--- config.mk ---
export PLATFORM = sky130hd
export DESIGN_NAME = axi4_lite_read_master
export DESIGN_NICKNAME = d
export VERILOG_FILES = /design/src/rtl/axi4_lite_read_master.sv
export SDC_FILE = /design/constraint.sdc
export NUM_CORES = 1
export LEC_CHECK = 0
export ABC_CLOCK_PERIOD_IN_PS = 3120
export CORE_UTILIZATION = 54
export CTS_CLUSTER_SIZE = 12
export DETAILED_ROUTE_END_ITERATION = 7
export DONT_BUFFER_PORTS = 1
export PLACE_DENSITY = 0.69
export SETUP_SLACK_MARGIN = 0.02
export SYNTH_ARGS = -nofsm -noshare
export SYNTH_HDL_FRONTEND = slang
export SYNTH_SLANG_ARGS = --single-unit
--- constraint.sdc ---
create_clock -name clk -period 3.12 [get_ports clk]
set_input_delay 0.624 -clock clk [delete_from_list [all_inputs] [get_ports clk]]
set_output_delay 0.624 -clock clk [all_outputs]
set_load 0.01 [all_outputs]
--- src/rtl/axi4_lite_read_master.sv ---
// ---------------------------------------------------------------------------
// axi4_lite_read_master
//
// AXI4-Lite read-channel master. Turns single-word load requests from the
// core's memory stage into AR/R transactions, one transaction outstanding at
// a time. A programmable timeout returns an error response when the slave
// never completes the transaction.
//
// Ports
//   clk, rst         rising-edge clock, asynchronous active-low reset
//   req_valid/addr   core load request; accepted when req_ready is high
//   req_ready        master idle (a request present this cycle is accepted)
//   resp_valid       one-cycle pulse qualifying resp_data / resp_err
//   resp_data        last returned read data (held between responses)
//   resp_err         SLVERR/DECERR from the slave, or timeout
//   busy             transaction in flight (inverse of req_ready)
//   M_AXI_AR*        read address channel
//   M_AXI_R*         read data channel
// ---------------------------------------------------------------------------
module axi4_lite_read_master #(
  parameter int ADDR_WIDTH     = 32,
  parameter int DATA_WIDTH     = 32,
  parameter int TIMEOUT_CYCLES = 256   // 0 disables the timeout
) (
  input  logic                  clk,
  input  logic                  rst,
  input  logic                  req_valid,
  input  logic [ADDR_WIDTH-1:0] req_addr,
  output logic                  req_ready,
  output logic                  resp_valid,
  output logic [DATA_WIDTH-1:0] resp_data,
  output logic                  resp_err,
  output logic                  busy,
  output logic [ADDR_WIDTH-1:0] M_AXI_ARADDR,
  output logic                  M_AXI_ARVALID,
  input  logic                  M_AXI_ARREADY,
  input  logic [DATA_WIDTH-1:0] M_AXI_RDATA,
  input  logic [1:0]            M_AXI_RRESP,
  input  logic                  M_AXI_RVALID,
  output logic                  M_AXI_RREADY
);

  typedef enum logic [1:0] {
    ST_IDLE,
    ST_ADDR,
    ST_DATA,
    ST_RESP
  } state_e;

  // Counter is wide enough to hold TIMEOUT_CYCLES itself so it can saturate.
  localparam int TMO_W = (TIMEOUT_CYCLES > 0) ? $clog2(TIMEOUT_CYCLES + 1) : 1;
  localparam logic [TMO_W-1:0] TMO_LAST =
    TMO_W'((TIMEOUT_CYCLES > 0) ? TIMEOUT_CYCLES - 1 : 0);
  localparam logic [TMO_W-1:0] TMO_MAX = TMO_W'(TIMEOUT_CYCLES);

  state_e                state_q, state_d;
  logic [ADDR_WIDTH-1:0] addr_q, addr_d;
  logic [DATA_WIDTH-1:0] data_q, data_d;
  logic                  err_q, err_d;
  logic [TMO_W-1:0]      tmo_cnt_q, tmo_cnt_d;
  logic                  tmo_hit;

  // Only RRESP[1] distinguishes error from OKAY/EXOKAY.
  logic unused_rresp0;
  assign unused_rresp0 = M_AXI_RRESP[0];

  // Saturated counter stays at or above the last cycle, so a late AR
  // handshake that lands on the final cycle still times out in ST_DATA.
  assign tmo_hit = (TIMEOUT_CYCLES > 0) && (tmo_cnt_q >= TMO_LAST);

  always_comb begin
    // NOTE: every signal gets a default before the case so no path can leave
    // it unassigned and infer a latch.
    state_d   = state_q;
    addr_d    = addr_q;
    data_d    = data_q;
    err_d     = err_q;
    tmo_cnt_d = tmo_cnt_q;

    case (state_q)
      ST_IDLE: begin
        // A stray RVALID here is a late beat from a timed-out read; RREADY is
        // high so it is consumed, and nothing is captured.
        if (req_valid) begin
          addr_d    = req_addr;
          tmo_cnt_d = '0;
          state_d   = ST_ADDR;
        end
      end
      ST_ADDR: begin
        if (tmo_cnt_q != TMO_MAX) tmo_cnt_d = tmo_cnt_q + TMO_W'(1);
        // The handshake is checked first so it wins over a same-cycle timeout.
        if (M_AXI_ARREADY) begin
          state_d = ST_DATA;
        end else if (tmo_hit) begin
          data_d  = '0;
          err_d   = 1'b1;
          state_d = ST_RESP;
        end
      end
      ST_DATA: begin
        if (tmo_cnt_q != TMO_MAX) tmo_cnt_d = tmo_cnt_q + TMO_W'(1);
        if (M_AXI_RVALID) begin
          data_d  = M_AXI_RDATA;
          err_d   = M_AXI_RRESP[1];
          state_d = ST_RESP;
        end else if (tmo_hit) begin
          data_d  = '0;
          err_d   = 1'b1;
          state_d = ST_RESP;
        end
      end
      ST_RESP: begin
        state_d = ST_IDLE;
      end
      default: begin
        state_d = ST_IDLE;
      end
    endcase
  end

  // NOTE: sequential state uses non-blocking assignments so every flop samples
  // the pre-edge values, independent of statement order.
  always_ff @(posedge clk or negedge rst) begin
    if (!rst) begin
      state_q   <= ST_IDLE;
      addr_q    <= '0;
      data_q    <= '0;
      err_q     <= 1'b0;
      tmo_cnt_q <= '0;
    end else begin
      state_q   <= state_d;
      addr_q    <= addr_d;
      data_q    <= data_d;
      err_q     <= err_d;
      tmo_cnt_q <= tmo_cnt_d;
    end
  end

  // Moore outputs decoded from the state register; the async reset forces
  // ST_IDLE, which drops ARVALID in the same cycle.
  assign req_ready     = (state_q == ST_IDLE);
  assign busy          = ~req_ready;
  assign M_AXI_ARVALID = (state_q == ST_ADDR);
  assign M_AXI_ARADDR  = M_AXI_ARVALID ? addr_q : '0;
  assign M_AXI_RREADY  = (state_q == ST_IDLE) || (state_q == ST_DATA);
  assign resp_valid    = (state_q == ST_RESP);
  assign resp_data     = data_q;
  assign resp_err      = resp_valid & err_q;

endmodule

=== Yosys cells after proc, flatten, opt, wreduce, memory -nomap -nowiden ===
Cells that the tools add are included.

* Logic and storage cells: 41
* Register bits: 76
* Bits of input ports: 71

* Add/subtract/negate cells: 1
* Equality and inequality tests: 7
* Multiplexer cells: 17
* Reductions and logical operators: 8
* $lt $le $gt $ge: 1
* Bitwise logic cells: 2

{| class="wikitable"
|+ Operators with widths
! operator !! number
|-
| two-way mux 32 bit || 4
|-
| case mux 32 bit (2 select lines) || 1
|-
| two-way mux 9 bit || 2
|-
| case mux 9 bit (2 select lines) || 1
|-
| adder 9 x 1 -> 9 bit, second input constant || 1
|-
| greater-or-equal comparator 9 x 8 -> 1 bit, second input constant || 1
|-
| != test 9 bit, second input constant || 1
|-
| two-way mux 2 bit || 4
|-
| case mux 2 bit (4 select lines) || 1
|-
| equality test 2 bit, second input constant || 2
|-
| != test 2 bit, second input constant || 2
|-
| AND reduction 2 bit || 2
|-
| nonzero test 2 bit || 2
|-
| two-way mux 1 bit || 3
|-
| AND reduction 3 bit || 1
|-
| equality test 2 x 1 -> 1 bit, second input constant || 1
|-
| zero test 2 bit || 1
|-
| != test 2 x 1 -> 1 bit, second input constant || 1
|-
| case mux 1 bit (2 select lines) || 1
|-
| OR reduction 2 bit || 1
|-
| AND 1 bit || 1
|-
| logical OR 1 bit || 1
|-
| NOT 1 bit || 1
|}

=== Longest topological paths before layout ===
* Word-level depth: 4
* Depth in mapped cells: 10
* Gate-level depth less buffers: 8

=== Least setup slack after synthesis ===
No wires, ideal clock.

* Path type: register to register
* From: reg tmo_cnt_q[3]
* To: reg data_q[0] (netlist: resp_data[0])
* Clock period less this slack: 1905 ps
* Required time: 2999 ps
* Slack: 1215 ps
* Cell stages (with the launch flop): 11
* Data arrival time: 1784 ps
* Path through: dfrtp_1 -> and3_2 -> nand3_1 -> nor2_1 -> ha_1 -> nor2_1 -> o311a_1 -> or2_1 -> buf_6 -> buf_6 -> a22o_1

* Longest elaborated chain between the ends: 4
* Elaborated cells on any way between the ends: 5
* Those cells by class: order compare: 1; mux: 4

{| class="wikitable"
|+ Ends and longest elaborated chain
! what !! line !! source
|-
| start: declaration || 60 || <nowiki>logic [TMO_W-1:0] tmo_cnt_q, tmo_cnt_d;</nowiki>
|-
| start signal: assignment || 136 || <nowiki>tmo_cnt_q <= tmo_cnt_d;</nowiki>
|-
| greater-or-equal comparator 9 x 8 -> 1 bit * || 69 || <nowiki>assign tmo_hit = (TIMEOUT_CYCLES > 0) && (tmo_cnt_q >= TMO_LAST);</nowiki>
|-
| two-way mux 32 bit * || -- ||
|-
| two-way mux 32 bit (on tied branches) || -- ||
|-
| case mux 32 bit (2 select lines) * || -- ||
|-
| end signal: assignment || 134 || <nowiki>data_q <= data_d;</nowiki>
|-
| end: declaration || 58 || <nowiki>logic [DATA_WIDTH-1:0] data_q, data_d;</nowiki>
|}

Mark *: on every way between the ends. The rest lies on a longest branch, timed or not. The select of a mux whose other input is x is not followed.
A chain may end at the register's enable or synchronous reset.

=== Worst setup path after layout ===
* From: reg tmo_cnt_q[0]
* To: reg data_q[7] (netlist: resp_data[7])

Same word-level chain as after synthesis.

==> flow_summary.json <==
{
  "outcome": "complete, no violations",
  "power.static_leakage_uw": 0.00165,
  "cts.hold.buffers_added": 1,
  "final_cell_area_mm2": 0.00364,
  "grt_antenna_before_repair": 0,
  "hold_viol_final": 0,
  "syn_avg_cell_area_um2": 12.6,
  "postSynthRegisterBits": 76,
  "ratio_of_cells_with_drive_above_1_in_the_final_layout": 0.217,
  "endpoint_kind": "flop",
  "site_rows": 28,
  "netlist-cell-type-count": 36,
  "post_drt_wl_per_cell_um": 18.7,
  "setup_buffers_after_cts": 0,
  "mappedNetlistNets": 344,
  "tns_ps": 0,
  "critPathRequiredTime_ps": 3380,
  "tritoncts_num_sinks": 76,
  "layout_min_cycle_time_ps": 2600,
  "ctsLongestPathBuffers": 2,
  "root_buffer": "sky130_fd_sc_hd__clkbuf_8",
  "drt_wl_total_um": 6470,
  "powerDensity_mw_per_mm2": 1070,
  "final-max-slew-violation-count": 0,
  "gp_congestion": 0.766,
  "critical_path_type": "flop to flop",
  "hold_path.class": "input pin to asynchronous set/reset pin",
  "finalPower_uw": 3890,
  "finClkSkew_ps": 15.4,
  "synthTopCellsByArea": "sky130_fd_sc_hd__dfrtp_1, sky130_fd_sc_hd__mux2_2, sky130_fd_sc_hd__a22o_1",
  "area_growth_syn_to_layout_pct": 8.88,
  "drt_first_pass_iters": 4,
  "first_global_vias": 1917,
  "num_vias": 2086,
  "detailed_place.area_mm2": 0.00338,
  "die-height_um": 80.7,
  "detail_route.iter0.violations": 64,
  "peak_clock_frequency_supported_by_timing_mhz": 385,
  "yosysWarningCount": 0,
  "worst_slack_placed_ps": 530,
  "synth.yosys.seq_area_share": 0.569,
  "post-synth-top-area-cell": "sky130_fd_sc_hd__dfrtp_1",
  "setup-violations-final": 0,
  "die-width_um": 80.7,
  "post_cts_resized": 0,
  "drc": 0,
  "drv.max_cap_violation_count": 0,
  "worst-path-max-fanout": 32,
  "cts_tree": "yes",
  "htreeDepth": 3,
  "finalNetCount": 345,
  "leading_cell_types_by_count_after_synthesis": "sky130_fd_sc_hd__dfrtp_1, sky130_fd_sc_hd__and2_1, sky130_fd_sc_hd__mux2_2, sky130_fd_sc_hd__a22o_1",
  "dp_hpwl_um": 4400,
  "fp.dieArea_mm2": 0.00651,
  "grt_setup_unrepaired": "false",
  "netlist.area_leader.share": 0.569,
  "synthMostInstantiatedCell": "sky130_fd_sc_hd__dfrtp_1",
  "fp.coreArea_mm2": 0.00596,
  "slack_of_the_critical_path_ps": 520,
  "number_of_vias_per_cell_after_detailed_routing": 6.01,
  "holdWs_ps": 170,
  "layout_worst_path_cycle_share": 0.833,
  "clock_buffer_count_from_cts": 9,
  "antenna-diode-count": 0,
  "insertion_delay_ps": 340,
  "antenna_violating_nets_post_route": 0,
  "synth-async-reset-ratio": 1.00,
  "worst_ep_arrival_time_ps": 2860,
  "number_of_instances_in_the_synthesized_netlist": 266,
  "portBuffers": 0,
  "overflow": 0,
  "grt_max_degree": 77,
  "worstSetupStartpointType": "flop",
  "pin_slew_with_the_least_headroom_to_its_limit_ps": 1030,
  "relative_slew_margins": 0.311,
  "initial_utilization": 0.561,
  "mappedNetlistArea_mm2": 0.00334,
  "number_of_enable_flip_flop_cells_after_synthesis": 0,
  "worst_ir_drop_vdd_v": 0.000476,
  "grt_pass1_wl_um": 9440,
  "clk_pin_slew_ps": 90,
  "grt_use_total": 0.196,
  "io_pins": 141,
  "synth_ff_type": "sky130_fd_sc_hd__dfrtp_1"
}
[registers in the layout, summed over array words and instances, names as in the netlist]
name       count
addr_q        32
err_q          1
resp_data     32
state_q        2
tmo_cnt_q      9
[critical path: stages, from the launching register on]
cell                      delay (ps)
sky130_fd_sc_hd__dfrtp_1         440
sky130_fd_sc_hd__ha_1            270
sky130_fd_sc_hd__nand3_1         160
sky130_fd_sc_hd__nor2_1           70
sky130_fd_sc_hd__ha_1            170
sky130_fd_sc_hd__nor2_1          120
sky130_fd_sc_hd__o311a_1         230
sky130_fd_sc_hd__or2_1           800
sky130_fd_sc_hd__a22o_1          270
[layout by cell type, fill, tap and decap left out, drive strengths merged]
master   synthesis  layout
bufinv           0       2
dfrtp           76      76
and3             2       2
nor2b            2       2
o21ai            5       5
o311a            1       1
inv              7       9
nand2            9       9
nand2b           2       2
and2            35      35
buf              7       4
o31ai            4       4
a22o            34      34
o31a             1       1
o311ai           1       1
mux2i            1       1
mux2            32      32
or2              2       2
a21o             1       1
clkinv           0       2
a21oi            2       2
a31oi            3       3
nor2             5       5
nand3           10      10
o21a             1       1
o22ai            1       1
nor3             1       1
clkbuf           7      10
o2111ai          1       1
nor4b            2       2
ha               7       7
o32a             1       1
nand4            3       3
[routing by layer]
metal	wire length, um	vias to the layer above	share of wire	global-route usage
met4	60	0	0.0093	0.0696
met5	0	-	0	0
met3	578	7	0.089	0.0784
met1	2660	1029	0.41	0.241
met2	3180	92	0.49	0.311
li1	-	958	-	-
[worst paths after layout]
| check | startpoint | endpoint | slack [ps] | cells after the start |
|---|---|---|---|---|
| worst max-delay path | tmo_cnt_q[0] | resp_data[7] | 520 | 8 |
| worst min-delay path | rst | addr_q[7] | 170 | 1 |
| worst max register to register | tmo_cnt_q[0] | resp_data[7] | 520 | 8 |
| worst min register to register | addr_q[18] | addr_q[18] | 500 | 1 |
| max in group asynchronous | rst | tmo_cnt_q[5] | 2660 | 1 |
| min in group clk | M_AXI_RDATA[22] | resp_data[22] | 410 | 1 |
[final cells by class]
| class | count | area (um^2) |
|---|---|---|
| clock buffers | 10 | 138 |
| clock inverters | 6 | 95.1 |
| fillers | 489 | 2320 |
| inverters | 7 | 26.3 |
| multi-input cells | 169 | 1330 |
| flip-flops and latches | 76 | 1900 |
| well taps | 75 | 93.8 |
| repair buffers | 4 | 50.0 |
[metrics by stage]
stage,util,instances
2_1_floorplan,-,266
3_3_place_gp,0.567,330
3_5_place_dp,0.567,330
4_1_cts,0.611,347
5_1_grt,0.611,347
6_report,0.611,347
[cells by family after synthesis]
| kind of cell | Yosys count | synth area share |
|---|---|---|
| buffers and inverters | 21 | 0.0326 |
| DFF | 76 | 0.569 |
| AOI/OAI and AO/OA | 56 | 0.136 |
| muxes | 33 | 0.111 |
| and+or+nand+nor | 73 | 0.125 |
| adders and majority gates | 7 | 0.0262 |
[where the power goes]
group	switching [uW]	internal (uW)	leakage (uW)	total (uW)
clock network	363	481	0.000117	844
logic	654	597	0.000597	1250
registers	362	1430	0.000940	1790
Power figures use the tool's default switching activity.
